**config.mk**
```make
export PLATFORM = sky130hd
export DESIGN_NAME = service_rx_dma
export DESIGN_NICKNAME = d
export VERILOG_FILES = /design/src/rtl/service_pkg.sv /design/src/rtl/service_rx_fifo.sv /design/src/rtl/service_rx_dma.sv
export SDC_FILE = /design/constraint.sdc
export NUM_CORES = 1
export LEC_CHECK = 0
export ABC_CLOCK_PERIOD_IN_PS = 3500
export BUFFER_PORTS_ARGS = -buffer_cell sky130_fd_sc_hd__clkbuf_2
export CAP_MARGIN = 10
export CORE_MARGIN = 2
export CORE_UTILIZATION = 54
export DETAILED_ROUTE_END_ITERATION = 12
export PLACE_DENSITY = 0.89
export SETUP_SLACK_MARGIN = 0.1
export SLEW_MARGIN = 15
export SYNTH_ARGS = -nofsm -noshare
export SYNTH_HDL_FRONTEND = slang
export SYNTH_SLANG_ARGS = --single-unit
```
**constraint.sdc**
```tcl
create_clock -name i_wb_clk -period 3.5 [get_ports i_wb_clk]
set_clock_uncertainty 0.2 [all_clocks]
set_input_delay 0 -clock i_wb_clk [delete_from_list [all_inputs] [get_ports i_wb_clk]]
set_output_delay 0 -clock i_wb_clk [all_outputs]
set_load 0.05 [all_outputs]
```
**src/rtl/service_pkg.sv**
```systemverilog
// Shared definitions for the service RX DMA bridge: arbiter states, status word layout
// and the TX mailbox address decoder.
package service_pkg;

    localparam logic [1:0] ST_IDLE = 2'd0;
    localparam logic [1:0] ST_CPU  = 2'd1;
    localparam logic [1:0] ST_DMA  = 2'd2;
    localparam logic [1:0] ST_TX   = 2'd3;

    localparam int STAT_CNT_LSB = 0;
    localparam int STAT_CNT_W   = 7;
    localparam int STAT_OVR_BIT = 7;
    localparam int STAT_PTR_LSB = 8;
    localparam int STAT_PTR_W   = 24;

    typedef struct packed {
        logic       hit;
        logic [1:0] ch;
    } mbox_t;

    // First matching channel wins, so a degenerate zero stride still yields one channel.
    function automatic mbox_t mbox_decode(input logic [31:0] adr,
                                          input logic [31:0] base,
                                          input logic [31:0] stride,
                                          input int          nch);
        mbox_t       res;
        logic [31:0] slot;
        res = '0;
        for (int n = 0; n < 4; n++) begin
            slot = base + stride * 32'(n);
            if (!res.hit && (n < nch) && (adr == slot)) begin
                res.hit = 1'b1;
                res.ch  = 2'(n);
            end
        end
        return res;
    endfunction

endpackage

```
**src/rtl/service_rx_fifo.sv**
```systemverilog
// Small synchronous FIFO buffering received UART bytes ahead of the DMA writer.
// A push into a full FIFO is still accepted when a pop happens in the same cycle.
module service_rx_fifo #(
    parameter int  WIDTH = 8,
    parameter int  DEPTH = 8,
    localparam int AW    = $clog2(DEPTH)
) (
    input  logic             i_clk,
    input  logic             i_rst_n,
    input  logic             i_push,
    input  logic [WIDTH-1:0] i_data,
    input  logic             i_pop,
    output logic [WIDTH-1:0] o_data,
    output logic             o_full,
    output logic             o_empty,
    output logic [AW:0]      o_count
);

    logic [WIDTH-1:0] r_mem [DEPTH];
    logic [AW-1:0]    r_wr;
    logic [AW-1:0]    r_rd;
    logic [AW:0]      r_cnt;
    logic             w_do_push;
    logic             w_do_pop;

    assign o_full    = (r_cnt == (AW+1)'(DEPTH));
    assign o_empty   = (r_cnt == '0);
    assign o_count   = r_cnt;
    assign o_data    = r_mem[r_rd];
    assign w_do_pop  = i_pop && !o_empty;
    assign w_do_push = i_push && (!o_full || w_do_pop);

    always_ff @(posedge i_clk) begin
        if (w_do_push) begin
            r_mem[r_wr] <= i_data;
        end
    end

    always_ff @(posedge i_clk) begin
        if (!i_rst_n) begin
            r_wr  <= '0;
            r_rd  <= '0;
            r_cnt <= '0;
        end else begin
            if (w_do_push) begin
                r_wr <= r_wr + 1'b1;
            end
            if (w_do_pop) begin
                r_rd <= r_rd + 1'b1;
            end
            r_cnt <= r_cnt + (AW+1)'(w_do_push) - (AW+1)'(w_do_pop);
        end
    end

endmodule

```
**src/rtl/service_rx_dma.sv**
```systemverilog
// Wishbone arbiter between the CPU data master and RAM, with an RX byte DMA into a ring window
// and per-channel TX mailboxes. Optional status register at ADR_UL: define SERVICE_DMA_STATUS_EN.
module service_rx_dma
    import service_pkg::*;
#(
    parameter int          BITS       = 8,
    parameter logic [31:0] ADR_LL     = 32'h00C00000,
    parameter logic [31:0] ADR_UL     = 32'h00C10000,
    parameter int          FIFO_DEPTH = 8,
    parameter int          TX_CH      = 2,
    parameter logic [31:0] TX_BASE    = 32'h00A00000,
    parameter logic [31:0] TX_STRIDE  = 32'h00100000
) (
    input  logic                  i_wb_clk,
    input  logic                  i_wb_rst_n,
    input  logic [31:0]           i_cpu_adr,
    input  logic [31:0]           i_cpu_dat,
    input  logic [3:0]            i_cpu_sel,
    input  logic                  i_cpu_we,
    input  logic                  i_cpu_cyc,
    output logic [31:0]           o_cpu_rdt,
    output logic                  o_cpu_ack,
    output logic [31:0]           o_ram_adr,
    output logic [31:0]           o_ram_dat,
    output logic [3:0]            o_ram_sel,
    output logic                  o_ram_we,
    output logic                  o_ram_cyc,
    input  logic [31:0]           i_ram_rdt,
    input  logic                  i_ram_ack,
    input  logic                  i_rx_valid,
    input  logic [BITS-1:0]       i_rx_data,
    output logic [TX_CH*BITS-1:0] o_tx_data,
    output logic [TX_CH-1:0]      o_tx_valid,
    input  logic [TX_CH-1:0]      i_tx_busy,
    output logic                  o_overrun
);

    localparam int CW = $clog2(FIFO_DEPTH);

    logic [1:0]            r_state;
    logic [31:0]           r_ram_adr;
    logic [31:0]           r_ram_dat;
    logic [3:0]            r_ram_sel;
    logic                  r_ram_we;
    logic                  r_ram_cyc;
    logic [31:0]           r_wptr;
    logic                  r_overrun;
    logic [1:0]            r_ch;
    logic                  r_tx_we;
    logic [BITS-1:0]       r_tx_hold;
    logic                  r_loc_ack;
    logic [31:0]           r_loc_rdt;
    logic [TX_CH*BITS-1:0] r_tx_data;
    logic [TX_CH-1:0]      r_tx_valid;

    logic [BITS-1:0]       w_fifo_data;
    logic                  w_full;
    logic                  w_empty;
    logic [CW:0]           w_count;
    logic                  w_pop;
    logic                  w_cpu_req;
    logic                  w_cpu_ram_ack;
    logic                  w_stat_hit;
    logic                  w_busy_sel;
    logic [7:0]            w_byte8;
    mbox_t                 w_mbox;

    service_rx_fifo #(
        .WIDTH (BITS),
        .DEPTH (FIFO_DEPTH)
    ) u_fifo (
        .i_clk   (i_wb_clk),
        .i_rst_n (i_wb_rst_n),
        .i_push  (i_rx_valid),
        .i_data  (i_rx_data),
        .i_pop   (w_pop),
        .o_data  (w_fifo_data),
        .o_full  (w_full),
        .o_empty (w_empty),
        .o_count (w_count)
    );

    // A locally generated ack is still visible for one cycle while the CPU drops cyc,
    // so that cycle must not be mistaken for a fresh request.
    assign w_cpu_req     = i_cpu_cyc && !r_loc_ack;
    assign w_mbox        = mbox_decode(i_cpu_adr, TX_BASE, TX_STRIDE, TX_CH);
    assign w_pop         = (r_state == ST_IDLE) && !w_cpu_req && !w_empty;
    assign w_cpu_ram_ack = (r_state == ST_CPU) && i_ram_ack;
    assign w_byte8       = 8'(w_fifo_data);

`ifdef SERVICE_DMA_STATUS_EN
    logic [STAT_CNT_W-1:0] w_cnt_sat;
    logic [31:0]           w_status;

    assign w_stat_hit = (i_cpu_adr == ADR_UL);
    assign w_cnt_sat  = (32'(w_count) > 32'd127) ? 7'h7F : 7'(w_count);

    always_comb begin
        w_status = '0;
        w_status[STAT_PTR_LSB +: STAT_PTR_W] = r_wptr[STAT_PTR_W-1:0];
        w_status[STAT_OVR_BIT]               = r_overrun;
        w_status[STAT_CNT_LSB +: STAT_CNT_W] = w_cnt_sat;
    end
`else
    assign w_stat_hit = 1'b0;
`endif

    always_comb begin
        w_busy_sel = 1'b0;
        for (int n = 0; n < TX_CH; n++) begin
            if (r_ch == 2'(n)) begin
                w_busy_sel = i_tx_busy[n];
            end
        end
    end

    assign o_cpu_ack  = w_cpu_ram_ack | r_loc_ack;
    assign o_cpu_rdt  = w_cpu_ram_ack ? i_ram_rdt : r_loc_rdt;
    assign o_ram_adr  = r_ram_adr;
    assign o_ram_dat  = r_ram_dat;
    assign o_ram_sel  = r_ram_sel;
    assign o_ram_we   = r_ram_we;
    assign o_ram_cyc  = r_ram_cyc;
    assign o_tx_data  = r_tx_data;
    assign o_tx_valid = r_tx_valid;
    assign o_overrun  = r_overrun;

    always_ff @(posedge i_wb_clk) begin
        if (!i_wb_rst_n) begin
            r_state    <= ST_IDLE;
            r_ram_adr  <= '0;
            r_ram_dat  <= '0;
            r_ram_sel  <= '0;
            r_ram_we   <= 1'b0;
            r_ram_cyc  <= 1'b0;
            r_wptr     <= ADR_LL;
            r_overrun  <= 1'b0;
            r_ch       <= '0;
            r_tx_we    <= 1'b0;
            r_tx_hold  <= '0;
            r_loc_ack  <= 1'b0;
            r_loc_rdt  <= '0;
            r_tx_data  <= '0;
            r_tx_valid <= '0;
        end else begin
            r_loc_ack  <= 1'b0;
            r_loc_rdt  <= '0;
            r_tx_valid <= '0;
            if (i_rx_valid && w_full && !w_pop) begin
                r_overrun <= 1'b1;
            end

            case (r_state)
                ST_IDLE: begin
                    if (w_cpu_req) begin
                        if (w_stat_hit) begin
                            r_loc_ack <= 1'b1;
`ifdef SERVICE_DMA_STATUS_EN
                            if (i_cpu_we) begin
                                r_overrun <= 1'b0;
                            end else begin
                                r_loc_rdt <= w_status;
                            end
`endif
                        end else if (w_mbox.hit) begin
                            r_ch      <= w_mbox.ch;
                            r_tx_we   <= i_cpu_we;
                            r_tx_hold <= i_cpu_dat[BITS-1:0];
                            r_state   <= ST_TX;
                        end else begin
                            r_ram_adr <= i_cpu_adr;
                            r_ram_dat <= i_cpu_dat;
                            r_ram_sel <= i_cpu_sel;
                            r_ram_we  <= i_cpu_we;
                            r_ram_cyc <= 1'b1;
                            r_state   <= ST_CPU;
                        end
                    end else if (!w_empty) begin
                        r_ram_adr <= {r_wptr[31:2], 2'b00};
                        r_ram_dat <= {4{w_byte8}};
                        r_ram_sel <= 4'b0001 << r_wptr[1:0];
                        r_ram_we  <= 1'b1;
                        r_ram_cyc <= 1'b1;
                        r_state   <= ST_DMA;
                    end
                end
                ST_CPU: begin
                    if (i_ram_ack) begin
                        r_ram_cyc <= 1'b0;
                        r_state   <= ST_IDLE;
                    end
                end
                ST_DMA: begin
                    if (i_ram_ack) begin
                        r_ram_cyc <= 1'b0;
                        r_wptr    <= (r_wptr + 32'd1 == ADR_UL) ? ADR_LL : r_wptr + 32'd1;
                        r_state   <= ST_IDLE;
                    end
                end
                default: begin
                    // Mailbox reads report busy immediately; writes hold the CPU until the channel frees.
                    if (!r_tx_we) begin
                        r_loc_ack <= 1'b1;
                        r_loc_rdt <= {31'b0, w_busy_sel};
                        r_state   <= ST_IDLE;
                    end else if (!w_busy_sel) begin
                        r_loc_ack <= 1'b1;
                        for (int n = 0; n < TX_CH; n++) begin
                            if (r_ch == 2'(n)) begin
                                r_tx_valid[n]              <= 1'b1;
                                r_tx_data[n*BITS +: BITS]  <= r_tx_hold;
                            end
                        end
                        r_state <= ST_IDLE;
                    end
                end
            endcase
        end
    end

endmodule
```
* Word-level counts from Yosys, hierarchy flattened
Memories as Yosys holds them, arrays and structs flattened. A register that Yosys moved wholly into a read port is not among the register bits. Cells that the tools add are included.
Word-level totals: bits of input ports 116, ROM bits 0, memories 1, bits in registers 177, word-level logic and storage cells 114, bits in writable memories 64, latch bits 0, output and inout bits 122
Operators by class: divide/modulo/power cells 0, mux-type cells 37, shift operators 1, reductions and logical operators 32, magnitude comparators 0, $mul 0, add/subtract/negate cells 5, bitwise operators 5, equality and inequality tests 13
Memory list:
- u_fifo.r_mem | words 8, width 8, read ports 1, clocked after memory_dff 1, wr ports 1, line service_rx_fifo.sv:19 | logic [WIDTH-1:0] r_mem [DEPTH];
Operators with widths (count):
- $mux 32 | 8
- $eq 32x24->1 const B | 3
- $add 32x1->32 const B | 1
- $mux 1 | 14
- $mux 2 | 6
- $mux 3 | 4
- $mux 4 | 3
- $reduce_and 4->1 | 3
- $logic_and 1x1->1 | 9
- $reduce_and 3->1 | 3
- $add 3x1->3 const B | 2
- $logic_not 1->1 | 6
- $ne 3x3->1 const B | 2
- $reduce_or 6->1 | 1
- $reduce_or 5->1 | 1
- $add 4x1->4 | 1
- $eq 2x1->1 const B | 2
- $eq 4x4->1 const B | 1
- $logic_not 2->1 | 2
- $logic_not 4->1 | 1
- $ne 2x2->1 const B | 2
- $ne 4x3->1 const B | 1
- $not 1->1 | 4
- $pmux 2 s2 | 1
- 12 further kinds | 12

* Longest topological paths before layout
depth after elaboration 10, mapped depth 12, gate-level depth less buffers 12

* By module
A second synthesis with hierarchy kept.
Unflattened totals: cell total of the unflattened synthesis 1022, area total of the unflattened synthesis 9833.2 µm²
Modules (own cells, without submodules):
- service_rx_dma | seq. area each 2702.6 µm², times used 1, area an instance 6575.1 µm², cells an instance 837
- service_rx_fifo | seq. area each 2182.1 µm², times used 1, area an instance 3258.1 µm², cells an instance 185

* Worst setup path after synthesis
No wires, ideal clock.
kind register to register, start point register r_wptr[0], end point register r_wptr[21], data arrival time 2456 ps, required time 3185 ps, setup time 115 ps, cell stages (with the launch flop) 10, clock period less this slack 2771 ps, buffers on the path 1, path slack 729 ps, cells stage by stage dfxtp_1 -> ha_1 -> nand3_1 -> nor4_2 -> and2b_1 -> mux2i_1 -> nand4_2 -> o41ai_4 -> buf_6 -> nor2_1
On the way: word-level cells in the longest chain between the ends 3
Ends and longest elaborated chain:
- from (decl) | line service_rx_dma.sv:46 | logic [31:0] r_wptr;
- from (signal assigned) | line service_rx_dma.sv:196 | r_wptr <= (r_wptr + 32'd1 == ADR_UL) ? ADR_LL : r_wptr + 32'd1;
- $add 32x1->32 * | line service_rx_dma.sv:196
- $eq 32x24->1 | line service_rx_dma.sv:196
- $mux 32 * | line service_rx_dma.sv:196
Mark *: on every way between the ends. The rest lies on a longest branch, timed or not. A chain may end at the register's enable or synchronous reset.

* Worst setup path after layout
start point register r_state[0], end point register r_ram_adr[1], in the netlist o_ram_adr[1]
On the way: word-level cells in the longest chain between the ends 2
Ends and longest elaborated chain:
- from (decl) | line service_rx_dma.sv:40 | logic [1:0] r_state;
- from (signal assigned) | line service_rx_dma.sv:130 | r_state <= ST_IDLE;
- from (signal assigned) | line service_rx_dma.sv:169 | r_state <= ST_TX;
- from (signal assigned) | line service_rx_dma.sv:176 | r_state <= ST_CPU;
- $logic_not 2->1 | line service_rx_dma.sv:153 | case (r_state)
- $reduce_and 3->1 (no line)
- to (signal assigned) | line service_rx_dma.sv:171 | r_ram_adr <= i_cpu_adr;
- to (signal assigned) | line service_rx_dma.sv:179 | r_ram_adr <= {r_wptr[31:2], 2'b00};
- to (decl) | line service_rx_dma.sv:41 | logic [31:0] r_ram_adr;
Every way passes these cells.

==> results.cfg <==
[grt]
grt_pass1_wl_um = 50180
grt_overflow = 0
antenna_found_initial = 2
grt_max_degree = 82
grt_pass1_vias = 9277
grtUsageTotal_pct = 32.62

[worst_setup_path]
critPathMaxStageDelay_ns = 0.65
worst-path-max-fanout = 34
cp_cell_sequence = inv_1 -> ha_1 -> nand2_1 -> o21ai_4 -> buf_12 -> nand3_1 -> a21boi_0 -> dlygate4sd3_1
criticalPathCategory = register to register
r2r-end = o_ram_adr[1]
cp_slowest_cell = o21ai_4
crit_arrival_ns = 3.51
r2r_setup_slack_ns = 0.25
rr_worst_depth = 8
cp.required_ns = 3.76
endpoint_kind = register
cp-start-kind = register
reg2reg_from = r_state[0]

[layout]
seq_area_um2 = 4885
drive_gt1_share_pct = 26.34
nFillCells = 1135
post-route-util_pct = 72.10
multi_input_area_um2 = 4588
syn_to_final_growth_pct = 31.11
nNetsFinal = 1419

[drt]
via_per_inst = 6.066
drcViolationCount = 0
dr.pass1.iters = 5
drt-total-wl_um = 32930
drt_first_iter_violations = 1026
wl_per_cell_um = 21.47
via_count = 9305
ant_nets = 0

[timing]
holdWs_ns = 0.1160
setup_viol = 0
fin_tns_setup_ns = 0
fin_ws_ns = 0.2538
fmaxAchievable_mhz = 308.0
period_share_pct = 92.75
maxSlewHeadroom_pct = 39.76
fin_crit_ns = 3.246
slew_violations = 0
rsz0062_at_grt = no
worst_pin_slew_ns = 0.8967
final_hold_viol_count = 0

[clocking]
numCtsBuffers = 22
htreeDepth = 1
cts_tree = done
clkLatencyLatePin_ns = 0.52
clkSlewWorstSetupHoldPaths_ns = 0.07
clock-sinks = 212
clockBufferDepth = 3
cts_root_buf = clkbuf_16

[logic_synthesis]
ys.flop_type = dfxtp_1
yosysTopAreaCell = dfxtp_1
netlist_area_um2 = 9878
syn_nets = 1117
synthTopCellsByArea = dfxtp_1 30%, edfxtp_1 19%, nand2_1 7.3%
synthArstFlopShare_pct = 0
yosys.area.top_type_share_pct = 29.99
yosysWarnings = 0
ys_ff_latch = 212
yosysMostFrequentCell = nand2_1
seq_area_frac_synth_pct = 49.45
synthDistinctLibCells = 63
synth_edf_count = 64
syn_inst = 984
syn_area_per_cell_um2 = 10.04
yosys-top-cells-count = 193 x nand2_1, 148 x dfxtp_1, 64 x edfxtp_1

[power]
internal_power_mw = 5.852
p_sw_share_pct = 44.01
power.switching_mw = 4.600
leakage_nw = 5.576
ir_worst_vdd_mv = 0.6601
power_frac_clock_pct = 24.7
combinationalPowerShare_pct = 43.1
seqPwrFrac_pct = 32.2
p_per_area_nw_per_um2 = 807.0

[hold_path]
min_from = i_rx_data[2]
min_to = u_fifo.r_mem[4][2]
holdPathStages = 2
hp-class = input port to register

[die]
rows = 49
io_pins = 238
die_w_um = 139.3
start_util_pct = 54.99
die_y_um = 139.3
die_area_um2 = 19390
fp.coreArea_um2 = 17960

[placed_design]
dpl.hpwl_um = 19250
dp_slack_ns = 0.2832
place_congestion = 0.9480
place.port_buffers = 237

[outcome]
status = finished, final reports clean

[job]
cap_violations = 0
[worst max path at each step]
stage	start	endpoint	slack, ns	cells past startpoint
2_1_floorplan	r_wptr[0]	r_wptr[21]	0.73	9
3_3_place_gp	r_wptr[1]	r_wptr[12]	0.44	9
3_5_place_dp	r_wptr[0]	r_wptr[20]	0.28	9
4_1_cts	r_wptr[1]	r_wptr[28]	0.26	9
5_1_grt	r_wptr[1]	r_wptr[19]	0.12	9
6_report	r_state[0]	o_ram_adr[1]	0.25	8
[cell families after synthesis]
group / after synthesis / synth area share [%]
muxes: 37 / 5.801
DFF: 212 / 49.45
and+or+nand+nor: 428 / 21.28
buffers and inverters: 91 / 4.547
xor gates and xnor gates: 41 / 3.635
adders and majority gates: 17 / 2.229
AOI/OAI and AO/OA: 158 / 13.06
[state kept, by name, summed over array words and instances (netlist names), named ones only]
name and cells:
u_fifo.r_rd 3, o_ram_we 1, r_state 2, r_loc_ack 1, r_ch 1, o_ram_cyc 1
r_wptr 32, r_loc_rdt 1, u_fifo.r_mem 64, r_tx_hold 8, u_fifo.o_count 4, o_overrun 1
r_tx_we 1, o_ram_adr 32, o_tx_valid 2, u_fifo.r_wr 3, o_tx_data 16, o_ram_sel 4
o_ram_dat 32
[routing by layer]
layer / share of wire, % / up-vias / track usage [%]
met5: 0 / - / 0
met4: 5.5 / 0 / 17.22
met3: 9.4 / 156 / 6.469
met2: 49 / 674 / 55.88
met1: 36 / 4362 / 38.86
li1: - / 4113 / -
[placed cells by master (no fill, tap or decap), types with 5 or more instances in the layout]
cell / instances
a21boi_0: 60
a21oi_1: 5
and2_1: 15
and3_1: 36
buf_4: 21
clkbuf_16: 23
clkbuf_2: 236
dfxtp_1: 148
dlygate4sd3_1: 95
edfxtp_1: 64
ha_1: 16
inv_1: 14
mux2i_1: 19
mux4_2: 16
nand2_1: 193
nand3_1: 52
nand4_1: 14
nor2_1: 39
nor2b_1: 15
nor3_1: 14
nor3b_1: 5
nor4_1: 9
o211a_1: 34
o211ai_1: 33
o21ai_0: 5
or3_1: 6
xnor2_1: 19
xor2_1: 22
[power by group through the flow]
stage	clock network (mW)	logic, mW	registers (mW)
final	2.58	4.50	3.37
after CTS	2.57	4.30	3.34
after floorplan	0	1.77	4.61
after detailed placement	0	4.15	3.38
after global routing	2.68	4.71	3.41
after global placement	0	4.09	3.35
[final cells by class]
class | count | share of cell area [%]
flip-flops and latches | 212 | 37.72
diodes | 3 | 0.05797
repair buffers | 354 | 17.99
multi-input cells | 682 | 35.43
clock inverters | 12 | 1.295
clock buffers | 28 | 4.898
well taps | 229 | 2.212
inverters | 14 | 0.4058
[stage by stage]
| step | cell area [um^2] | total power, mW | instances |
|---|---|---|---|
| 2_1_floorplan | 9878 | 6.379 | 984 |
| 3_3_place_gp | 11160 | 7.440 | 1393 |
| 3_5_place_dp | 11160 | 7.533 | 1393 |
| 4_1_cts | 12910 | 10.21 | 1528 |
| 5_1_grt | 12950 | 10.81 | 1534 |
| 6_report | 12950 | 10.45 | 1534 |
[worst max-delay path, delay by kind of cell (launching register included)]
family / cells / cell delay [ns]
buffers and inverters: 3 / 0.95
and+or+nand+nor: 2 / 0.44
AOI/OAI and AO/OA: 2 / 0.90
adders and majority gates: 1 / 0.34
DFF: 1 / 0.35
[what timing repair did]
| item | in CTS | in global routing |
|---|---|---|
| endpoints found under the hold margin | 189 | 0 |
| setup buffers | 0 | 2 |
| resized for setup | 0 | 3 |
| hold buffers | 95 | 0 |
| endpoints found under the setup margin | 0 | 21 |
(Power assumes the default switching activity.)
